### src/rtl/uart_pkg.sv
// Shared types and constants for the UART transmit path.
// Also holds the baud-increment helper that the future receiver will use.
package uart_pkg;

  typedef enum logic [1:0] {
    StIdle  = 2'd0,
    StStart = 2'd1,
    StData  = 2'd2,
    StStop  = 2'd3
  } tx_state_e;

  localparam int unsigned FRAME_BITS = 10;

  function automatic int unsigned baud_gen_inc(input longint unsigned clk_freq,
                                               input longint unsigned baud,
                                               input int unsigned     acc_w);
    longint unsigned num;
    num = (baud << (acc_w - 4)) + (clk_freq >> 5);
    return int'(num / (clk_freq >> 4));
  endfunction

endpackage

### src/rtl/uart_baud_gen.sv
// Fractional baud-tick generator: a phase accumulator whose carry-out is the tick.
// The tick is the carry of this cycle's addition, so a cleared accumulator yields a full first period.
module uart_baud_gen #(
  parameter int unsigned AccWidth = 16,
  parameter int unsigned Inc      = 4096
) (
  input  logic clk_i,
  input  logic rst_ni,
  input  logic clr_i,
  output logic tick_o
);

  localparam logic [AccWidth:0] IncW = (AccWidth + 1)'(Inc);

  logic [AccWidth-1:0] acc_q, acc_d;
  logic [AccWidth:0]   sum;

  always_comb begin
    sum    = {1'b0, acc_q} + IncW;
    acc_d  = clr_i ? '0 : sum[AccWidth-1:0];
    tick_o = ~clr_i & sum[AccWidth];
  end

  always_ff @(posedge clk_i or negedge rst_ni) begin
    if (!rst_ni) begin
      acc_q <= '0;
    end else begin
      acc_q <= acc_d;
    end
  end

endmodule

### src/rtl/uart_tx_sched.sv
// 8N1 UART transmitter shared round-robin between NUM_REQ byte requesters.
// Arbitration happens in the single IDLE cycle between frames.
module uart_tx_sched
  import uart_pkg::*;
#(
  parameter int unsigned CLK_FREQ           = 50000000,
  parameter int unsigned BAUD               = 9600,
  parameter int unsigned BAUD_GEN_ACC_WIDTH = 16,
  parameter int unsigned NUM_REQ            = 4
) (
  input  logic                       clk,
  input  logic                       reset_n,
  input  logic [NUM_REQ-1:0]         req_valid,
  input  logic [8*NUM_REQ-1:0]       req_data,
  output logic [NUM_REQ-1:0]         req_ready,
  output logic                       tx,
  output logic                       busy,
  output logic [$clog2(NUM_REQ)-1:0] grant_id
);

  localparam int unsigned BAUD_GEN_INC = baud_gen_inc(CLK_FREQ, BAUD, BAUD_GEN_ACC_WIDTH);
  localparam int unsigned GidW         = $clog2(NUM_REQ);
  localparam int unsigned DataBits     = FRAME_BITS - 2;

  tx_state_e         state_q, state_d;
  logic [2:0]        bit_cnt_q, bit_cnt_d;
  logic [7:0]        shift_q, shift_d;
  logic [GidW-1:0]   grant_id_q, grant_id_d;
  logic              tx_q, tx_d;

  logic              tick;
  logic              baud_clr;
  logic              any_req;
  logic [GidW-1:0]   sel;
  logic [GidW-1:0]   scan_idx;
  logic [7:0]        sel_byte;

  uart_baud_gen #(
    .AccWidth(BAUD_GEN_ACC_WIDTH),
    .Inc     (BAUD_GEN_INC)
  ) u_baud_gen (
    .clk_i (clk),
    .rst_ni(reset_n),
    .clr_i (baud_clr),
    .tick_o(tick)
  );

  // Round-robin: scan upward from the requester after the last one served.
  always_comb begin
    any_req  = 1'b0;
    sel      = grant_id_q;
    scan_idx = '0;
    for (int unsigned i = 1; i <= NUM_REQ; i++) begin
      scan_idx = GidW'((32'(grant_id_q) + i) % NUM_REQ);
      if (!any_req && req_valid[scan_idx]) begin
        any_req = 1'b1;
        sel     = scan_idx;
      end
    end
    sel_byte = '0;
    for (int unsigned i = 0; i < NUM_REQ; i++) begin
      if (sel == GidW'(i)) sel_byte = req_data[8*i +: 8];
    end
  end

  always_ff @(posedge clk or negedge reset_n) begin
    if (!reset_n) begin
      state_q    <= StIdle;
      bit_cnt_q  <= '0;
      shift_q    <= '0;
      grant_id_q <= GidW'(NUM_REQ - 1);
      tx_q       <= 1'b1;
    end else begin
      state_q    <= state_d;
      bit_cnt_q  <= bit_cnt_d;
      shift_q    <= shift_d;
      grant_id_q <= grant_id_d;
      tx_q       <= tx_d;
    end
  end

  always_comb begin
    state_d    = state_q;
    bit_cnt_d  = bit_cnt_q;
    shift_d    = shift_q;
    grant_id_d = grant_id_q;
    baud_clr   = 1'b0;
    unique case (state_q)
      StIdle: begin
        if (any_req) begin
          state_d    = StStart;
          shift_d    = sel_byte;
          grant_id_d = sel;
          baud_clr   = 1'b1;
        end
      end
      StStart: begin
        if (tick) begin
          state_d   = StData;
          bit_cnt_d = '0;
        end
      end
      StData: begin
        if (tick) begin
          shift_d   = shift_q >> 1;
          bit_cnt_d = bit_cnt_q + 3'd1;
          if (bit_cnt_q == 3'(DataBits - 1)) state_d = StStop;
        end
      end
      StStop: begin
        if (tick) state_d = StIdle;
      end
      default: state_d = StIdle;
    endcase

    // tx is registered from the next state so the line changes with the state.
    case (state_d)
      StStart: tx_d = 1'b0;
      StData:  tx_d = shift_d[0];
      default: tx_d = 1'b1;
    endcase
  end

  always_comb begin
    busy      = (state_q != StIdle);
    req_ready = '0;
    if (state_q == StIdle && any_req) req_ready[sel] = 1'b1;
  end

  assign tx       = tx_q;
  assign grant_id = grant_id_q;

endmodule

### config.mk
export PLATFORM = sky130hd
export DESIGN_NAME = uart_tx_sched
export DESIGN_NICKNAME = d
export VERILOG_FILES = /design/src/rtl/uart_pkg.sv /design/src/rtl/uart_baud_gen.sv /design/src/rtl/uart_tx_sched.sv
export SDC_FILE = /design/constraint.sdc
export NUM_CORES = 1
export LEC_CHECK = 0
export ABC_AREA = 1
export CAP_MARGIN = 5
export CORE_MARGIN = 2
export CORE_UTILIZATION = 45
export CTS_BUF_LIST = sky130_fd_sc_hd__clkbuf_2 sky130_fd_sc_hd__clkbuf_4 sky130_fd_sc_hd__clkbuf_8
export DETAILED_ROUTE_END_ITERATION = 8
export GPL_ROUTABILITY_DRIVEN = 0
export GPL_TIMING_DRIVEN = 0
export PLACE_DENSITY = 0.72
export SYNTH_ARGS = -nofsm -noshare
export SYNTH_HDL_FRONTEND = slang
export SYNTH_SLANG_ARGS = --single-unit
export TNS_END_PERCENT = 10
### constraint.sdc
create_clock -name clk -period 2.2 [get_ports clk]
set_input_delay 0.33 -clock clk [delete_from_list [all_inputs] [get_ports clk]]
set_output_delay 0.33 -clock clk [all_outputs]
set_load 0.005 [all_outputs]
==> results.sh, run 1 <==
export IMPL_final_area_um2=3117
export IMPL_power_density_nw_per_um2=415.8
export IMPL_ioPinCount=46
export IMPL_synthXorXnorAreaFrac=0.02450
export IMPL_critPathKind="flip-flop to primary output"
export IMPL_reg2reg_from="grant_id[0]"
export IMPL_crit_fanout=6
export IMPL_fin_setup_tns_ns=-1.502
export IMPL_num_vias=2177
export IMPL_fmax_ghz=0.4126
export IMPL_antenna_found_initial=0
export IMPL_wl_met2_um=2816
export IMPL_row_count=25
export IMPL_die_h_um=73.04
export IMPL_nNetsFinal=403
export IMPL_preCtsSetupSlack_ns=-0.6261
export IMPL_synth_cell_types=46
export IMPL_max_cap_violations=0
export IMPL_fin_cells=417
export IMPL_power_mw=1.296
export IMPL_track_usage=0.2166
export IMPL_initial_core_util=0.4601
export IMPL_wl_per_cell_um=13.53
export IMPL_grt_pass1_vias=2009
export IMPL_grt_overflow=0
export IMPL_syn_nets=328
export IMPL_final_antenna_net_count=0
export IMPL_syn_area_per_cell_um2=7.472
export IMPL_violations="setup timing"
export IMPL_holdBufCountCts=0
export IMPL_viasPerCell=5.221
export IMPL_critPathLaunchType="flip-flop"
export IMPL_cts_tree="yes"
export IMPL_r2r_slack_ns=-0.13
export IMPL_clk_latency_ns=0.29
export IMPL_min_path_type="input pin to asynchronous set/reset pin"
export IMPL_synth_seq_area_share=0.3751
export IMPL_syn_inst=287
export IMPL_synthAdderAreaFrac=0.01750
export IMPL_outcome="complete, but fails checks"
export IMPL_clock_sinks=32
export IMPL_period_share=1.102
export IMPL_hold_viol=0
export IMPL_synth_area_um2=2145
export IMPL_yosysMostFrequentCell="nand2_1"
export IMPL_ys_warn_count=0
export IMPL_synth_common_cells="79 x nand2_1, 31 x nor2_1, 29 x dfrtp_1"
export IMPL_die_area_um2=5334
export IMPL_yosys_area_share_simple=0.3676
export IMPL_required_ns=1.87
export IMPL_coreArea_um2=4661
export IMPL_grt_max_degree=33
export IMPL_synth_compound_area_frac=0.1342
export IMPL_area_growth_syn_to_layout_pct=45.33
export IMPL_rr_worst_depth=17
export IMPL_synth_area_leaders="dfrtp_1 34%, nand2_1 14%, nor2_1 5.4%, nand3_1 4.7%, o21ai_0 4.2%"
export IMPL_placed_area_um2=2658
export IMPL_final_max_slew_violation_count=0
export IMPL_drtIter0Drc=76
export IMPL_peakVddDrop_mv=0.2794
export IMPL_dp_cells=386
export IMPL_worst_ep_arrival_time_ns=2.09
export IMPL_fillCellCount=370
export IMPL_synth_seq_cells=32
export IMPL_period_minus_slack_ns=2.424
export IMPL_dpl_hpwl_um=3654
export IMPL_leakage_nw=1.510
export IMPL_htree_levels=2
export IMPL_fin_hold_ws_ns=0.08549
export IMPL_cts_buffers=5
export IMPL_relSlewSlack=0.5310
export IMPL_grt_pass1_wl_um=8963
export IMPL_synth_edf_count=0
export IMPL_synth_top_area_cell="dfrtp_1"
export IMPL_worst_clock_skew_ns=0.007286
export IMPL_highest_layer="met4"
export IMPL_diodes=0
export IMPL_crit_path_end_kind="primary output"
export IMPL_fin_util=0.6687
export IMPL_wl_met3_um=308
export IMPL_drc=0
export IMPL_cts_max_path_buffers=2
export IMPL_finalSetupViolCount=12
export IMPL_wl_met1_um=2423
export IMPL_grt_setup_unrepaired="true"
export IMPL_drive_gt1_frac=0.2837
export IMPL_portBuffers=45
export IMPL_wl_um=5643
export IMPL_r2r_end="tx"
export IMPL_ys_flop_type="dfrtp_1"
export IMPL_synth_top_family_by_area="simple AND/OR/NAND/NOR gates"
export IMPL_ys_async_sr_fraction=1.000
export IMPL_synth_top_area_share=0.3384
export IMPL_tightestPinTransition_ns=0.7035
export IMPL_die_x_um=73.04
export IMPL_dr_pass1_iters=4
export IMPL_path_clk_slew_ns=0.07
export IMPL_root_buffer="clkbuf_8"
export IMPL_setup_ws_ns=-0.2236
export IMPL_muxShareOfSynthArea=0
[logic make-up (layout without fill, tap and decap cells)]
group                    after synthesis  count (layout)
adder cells (fa/ha/maj)                3               3
AND/OR/NAND/NOR                      163             163
buffers and inverters                 35             111
XOR/XNOR                               6               6
flip-flops                            32              32
AO/OA/AOI/OAI                         48              48
[worst max-delay path by stage]
stage | start | to | slack [ns] | cells past startpoint
after floorplan | grant_id[0] | shift_q[5] | 0.24 | 17
after global placement | req_valid[2] | req_ready[0] | -0.61 | 12
after detailed placement | req_valid[2] | req_ready[0] | -0.63 | 12
after CTS | grant_id[0] | req_ready[2] | -0.15 | 13
after global routing | grant_id[0] | req_ready[3] | -0.33 | 13
final | grant_id[0] | req_ready[0] | -0.22 | 14
[placed cells by master, fill, tap and decap left out, types with 3 or more instances in the layout]
cell type        instances
clkbuf_8                 6
buf_2                    5
dfrtp_1                 29
nand3_1                 18
xor2_1                   5
inv_4                    3
buf_6                    5
nand2_1                 60
nor2_2                   6
nand2_2                 14
o21ai_1                  5
nor2_4                   3
o22ai_1                  3
nand3_2                  4
nand2_4                 15
a21oi_1                 12
buf_4                   18
nor3_1                   3
nor2_1                  27
ha_1                     3
clkdlybuf4s50_1         40
inv_1                   23
dfstp_2                  3
buf_8                    4
o21ai_0                 14
[critical path, stage by stage (launching register included)]
cell and delay [ns]:
dfstp_2 0.55, buf_8 0.14, buf_12 0.12, nand2_4 0.04, nand2_4 0.09, nand2_4 0.07, buf_4 0.13, nand3_1 0.07
nand2_1 0.06, nand2_2 0.07, nand2_4 0.10, inv_8 0.09, nand2_8 0.05, nor2_4 0.10, buf_2 0.12
[power by group]
group | switching (mW) | internal, mW | total (mW) | leakage [nW]
clock | 0.214 | 0.266 | 0.480 | 0.0479
combinational | 0.108 | 0.119 | 0.227 | 1.09
sequential | 0 | 0.589 | 0.589 | 0.376
total | 0.322 | 0.974 | 1.30 | 1.51
[routing by layer]
metal	vias to the layer above	track usage
met2	54	0.3493
met1	1023	0.2778
li1	1089	-
met4	0	0.07819
met5	-	0
met3	11	0.05939
[flip-flops by register name, summed over array words and instances (netlist names)]
register,flops
u_baud_gen.acc_q,16
shift_q,8
bit_cnt_q,3
grant_id,2
state_q,2
tx,1
[timing repair]
| item | CTS | global route |
|---|---|---|
| gates resized for setup | 51 | 27 |
| buffers inserted | 17 | 7 |
| pin swaps | 16 | 24 |
| hold endpoints to repair | 0 | 0 |
| endpoints found under the setup margin | 5 | 28 |
[layout make-up]
type	instances	area, um^2	share of cell area
flip-flops and latches	32	804.5	0.2581
well taps	54	67.56	0.02168
multi-input cells	220	1310	0.4203
clock inverters	1	7.507	0.002409
repair buffers	68	629.4	0.2019
inverters	30	140.1	0.04496
plain buffers	5	67.56	0.02168
clock buffers	7	90.09	0.02890
Note: power is estimated with default switching activity, not from simulation.
==> inputs of run 2 (changes only) <==
==> constraint.sdc (replaced) <==
create_clock -name clk -period 3 [get_ports clk]
set_input_delay 0.45 -clock clk [delete_from_list [all_inputs] [get_ports clk]]
set_output_delay 0.45 -clock clk [all_outputs]
set_load 0.005 [all_outputs]
==> run 2 against run 1 <==
Net effect:
- the flow now finishes without violations
- first-iteration DRC count fell by 17%
- combinational power fell by 40%
- non-clock buffer count fell by 15
- global-route usage fell by 2.0 points
- register-to-register slack improved by 0.84 ns
- largest power group unchanged
- highest routed layer unchanged
==> results.sh, run 2 (synthesis gave the netlist of run 1 again) <==
export IMPL_antenna_found_initial=0
export IMPL_clk_latency_ns=0.28
export IMPL_rr_worst_depth=17
export IMPL_crit_path_end_kind="primary output"
export IMPL_largest_register_ffs=16
export IMPL_initial_core_util=0.4601
export IMPL_worst_clock_skew_ns=0.009055
export IMPL_tightestPinTransition_ns=0.6928
export IMPL_htree_levels=2
export IMPL_leakage_nw=1.392
export IMPL_diodes=0
export IMPL_drtIter0Drc=63
export IMPL_clock_sinks=32
export IMPL_hold_viol=0
export IMPL_wl_um=4842
export IMPL_register_area_um2=804.5
export IMPL_critPathSlowestCell="dfstp_2"
export IMPL_grt_pass1_vias=1802
export IMPL_multiInputGateArea_um2=1191
export IMPL_path_clk_slew_ns=0.07
export IMPL_preCtsSetupSlack_ns=-0.06612
export IMPL_path_cells="buf_8 > inv_8 > nand2_1 > nand2_2 > nand2_4 > nand2_4 > nor2_4 > nand3b_1 > nand2_4 > inv_8 > nand2_1 > nor2_1 > clkdlybuf4s50_1"
export IMPL_period_minus_slack_ns=2.862
export IMPL_max_cap_violations=0
export IMPL_coreArea_um2=4661
export IMPL_regMostFlops="u_baud_gen.acc_q"
export IMPL_most_common_layout_cells="76 x nand2_1, 41 x clkdlybuf4s50_1, 30 x nor2_1, 29 x dfrtp_1, 23 x inv_1"
export IMPL_critPathLaunchType="flip-flop"
export IMPL_finalSetupViolCount=0
export IMPL_min_path_type="input pin to asynchronous set/reset pin"
export IMPL_fin_hold_ws_ns=0.2080
export IMPL_cpPeakStageDelay_ns=0.55
export IMPL_final_antenna_net_count=0
export IMPL_crit_fanout=9
export IMPL_drc=0
export IMPL_power_density_nw_per_um2=320.7
export IMPL_drive_gt1_frac=0.1782
export IMPL_critPathKind="flip-flop to primary output"
export IMPL_top_regs="u_baud_gen.acc_q: 16 flops, shift_q: 8 flops, bit_cnt_q: 3 flops"
export IMPL_cts_buffers=5
export IMPL_ioPinCount=46
export IMPL_area_growth_syn_to_layout_pct=33.26
export IMPL_holdBufCountCts=0
export IMPL_relSlewSlack=0.5381
export IMPL_final_max_slew_violation_count=0
export IMPL_track_usage=0.1963
export IMPL_row_count=25
export IMPL_fmax_ghz=0.3494
export IMPL_fillCellCount=412
export IMPL_dpl_hpwl_um=3654
export IMPL_die_x_um=73.04
export IMPL_power_mw=0.9164
export IMPL_placed_area_um2=2658
export IMPL_final_common_cell="nand2_1"
export IMPL_cts_max_path_buffers=2
export IMPL_grt_pass1_wl_um=8093
export IMPL_die_h_um=73.04
export IMPL_nNetsFinal=388
export IMPL_grt_max_degree=33
export IMPL_portBuffers=45
export IMPL_crit_family="simple AND/OR/NAND/NOR gates"
export IMPL_cts_tree="yes"
export IMPL_worst_ep_arrival_time_ns=2.41
export IMPL_outcome="finished, final reports clean"
export IMPL_final_area_um2=2858
export IMPL_root_buffer="clkbuf_8"
export IMPL_wl_per_cell_um=12.04
export IMPL_grt_setup_unrepaired="true"
export IMPL_required_ns=2.55
export IMPL_peakVddDrop_mv=0.2029
export IMPL_num_vias=2073
export IMPL_viasPerCell=5.157
export IMPL_setup_ws_ns=0.1377
export IMPL_cp_depth=13
export IMPL_grt_overflow=0
export IMPL_dr_pass1_iters=4
export IMPL_period_share=0.9541
export IMPL_crit_path_frequent_cell="nand2_4"
export IMPL_die_area_um2=5334
export IMPL_cp_buffers_inverters=4
[run 2: cell count changes in the layout (fill, tap and decap cells not counted), sizes merged]
cell,previous run,this run
buf,33,14
clkdlybuf4s50,40,41
dlygate4sd2,0,1
dlymetal6s2s,0,2
[run 2: area by class of cell]
| type | instances | area share |
|---|---|---|
| plain buffers | 5 | 0.01751 |
| well taps | 54 | 0.02364 |
| repair buffers | 53 | 0.1782 |
| inverters | 30 | 0.04816 |
| clock inverters | 1 | 0.002627 |
| flip-flops and latches | 32 | 0.2815 |
| clock buffers | 7 | 0.03152 |
| multi-input cells | 220 | 0.4168 |
[run 2: metrics by stage]
stage                     utilization  TNS [ns]  instances
after global routing           0.6132  -0.02610        402
after detailed placement       0.5702  -0.06612        386
after CTS                      0.5925         0        394
after global placement         0.5713  -0.04560        386
after floorplan                     -         0        287
final                          0.6132         0        402
[run 2: routing by layer]
layer,global-route usage,share of wire
met3,0.05663,0.057
met2,0.3053,0.47
met5,0,0
met4,0.06173,0.011
met1,0.2638,0.46
[run 2: worst register-to-register path: stages (launching register included)]
cell and delay, ns:
dfstp_2 0.55, buf_8 0.14, inv_8 0.05, nand2_1 0.07, nand2_2 0.09, nand2_4 0.10
nand2_4 0.07, clkinv_1 0.05, nand3_2 0.07, nand2_2 0.09, nand2_4 0.08, buf_4 0.16
inv_8 0.09, nand2_2 0.11, o211ai_1 0.24, nand2_1 0.09, nand2_1 0.07, nand3_1 0.07
[run 2: path summary, 6_finish.rpt]
check / from / end / slack, ns
worst max register to register: grant_id[0] / shift_q[6] / 0.71
max in group asynchronous: reset_n / u_baud_gen.acc_q[2] / 2.34
min in group clk: u_baud_gen.acc_q[6] / u_baud_gen.acc_q[6] / 0.46
worst min-delay path: reset_n / shift_q[1] / 0.21
worst min register to register: u_baud_gen.acc_q[6] / u_baud_gen.acc_q[6] / 0.46
worst max-delay path: grant_id[0] / req_ready[1] / 0.14
[run 2: where the power goes]
| part | internal (mW) | switching [mW] |
|---|---|---|
| Sequential | 0.432 | 0 |
| Clock | 0.195 | 0.154 |
| Combinational | 0.0710 | 0.0647 |
| Total | 0.698 | 0.219 |
[run 2: timing repair]
item,CTS,global route
resized for setup,5,11
endpoints found under the setup margin,2,3
cloned,0,0
setup buffers,0,8
pin swaps,0,7
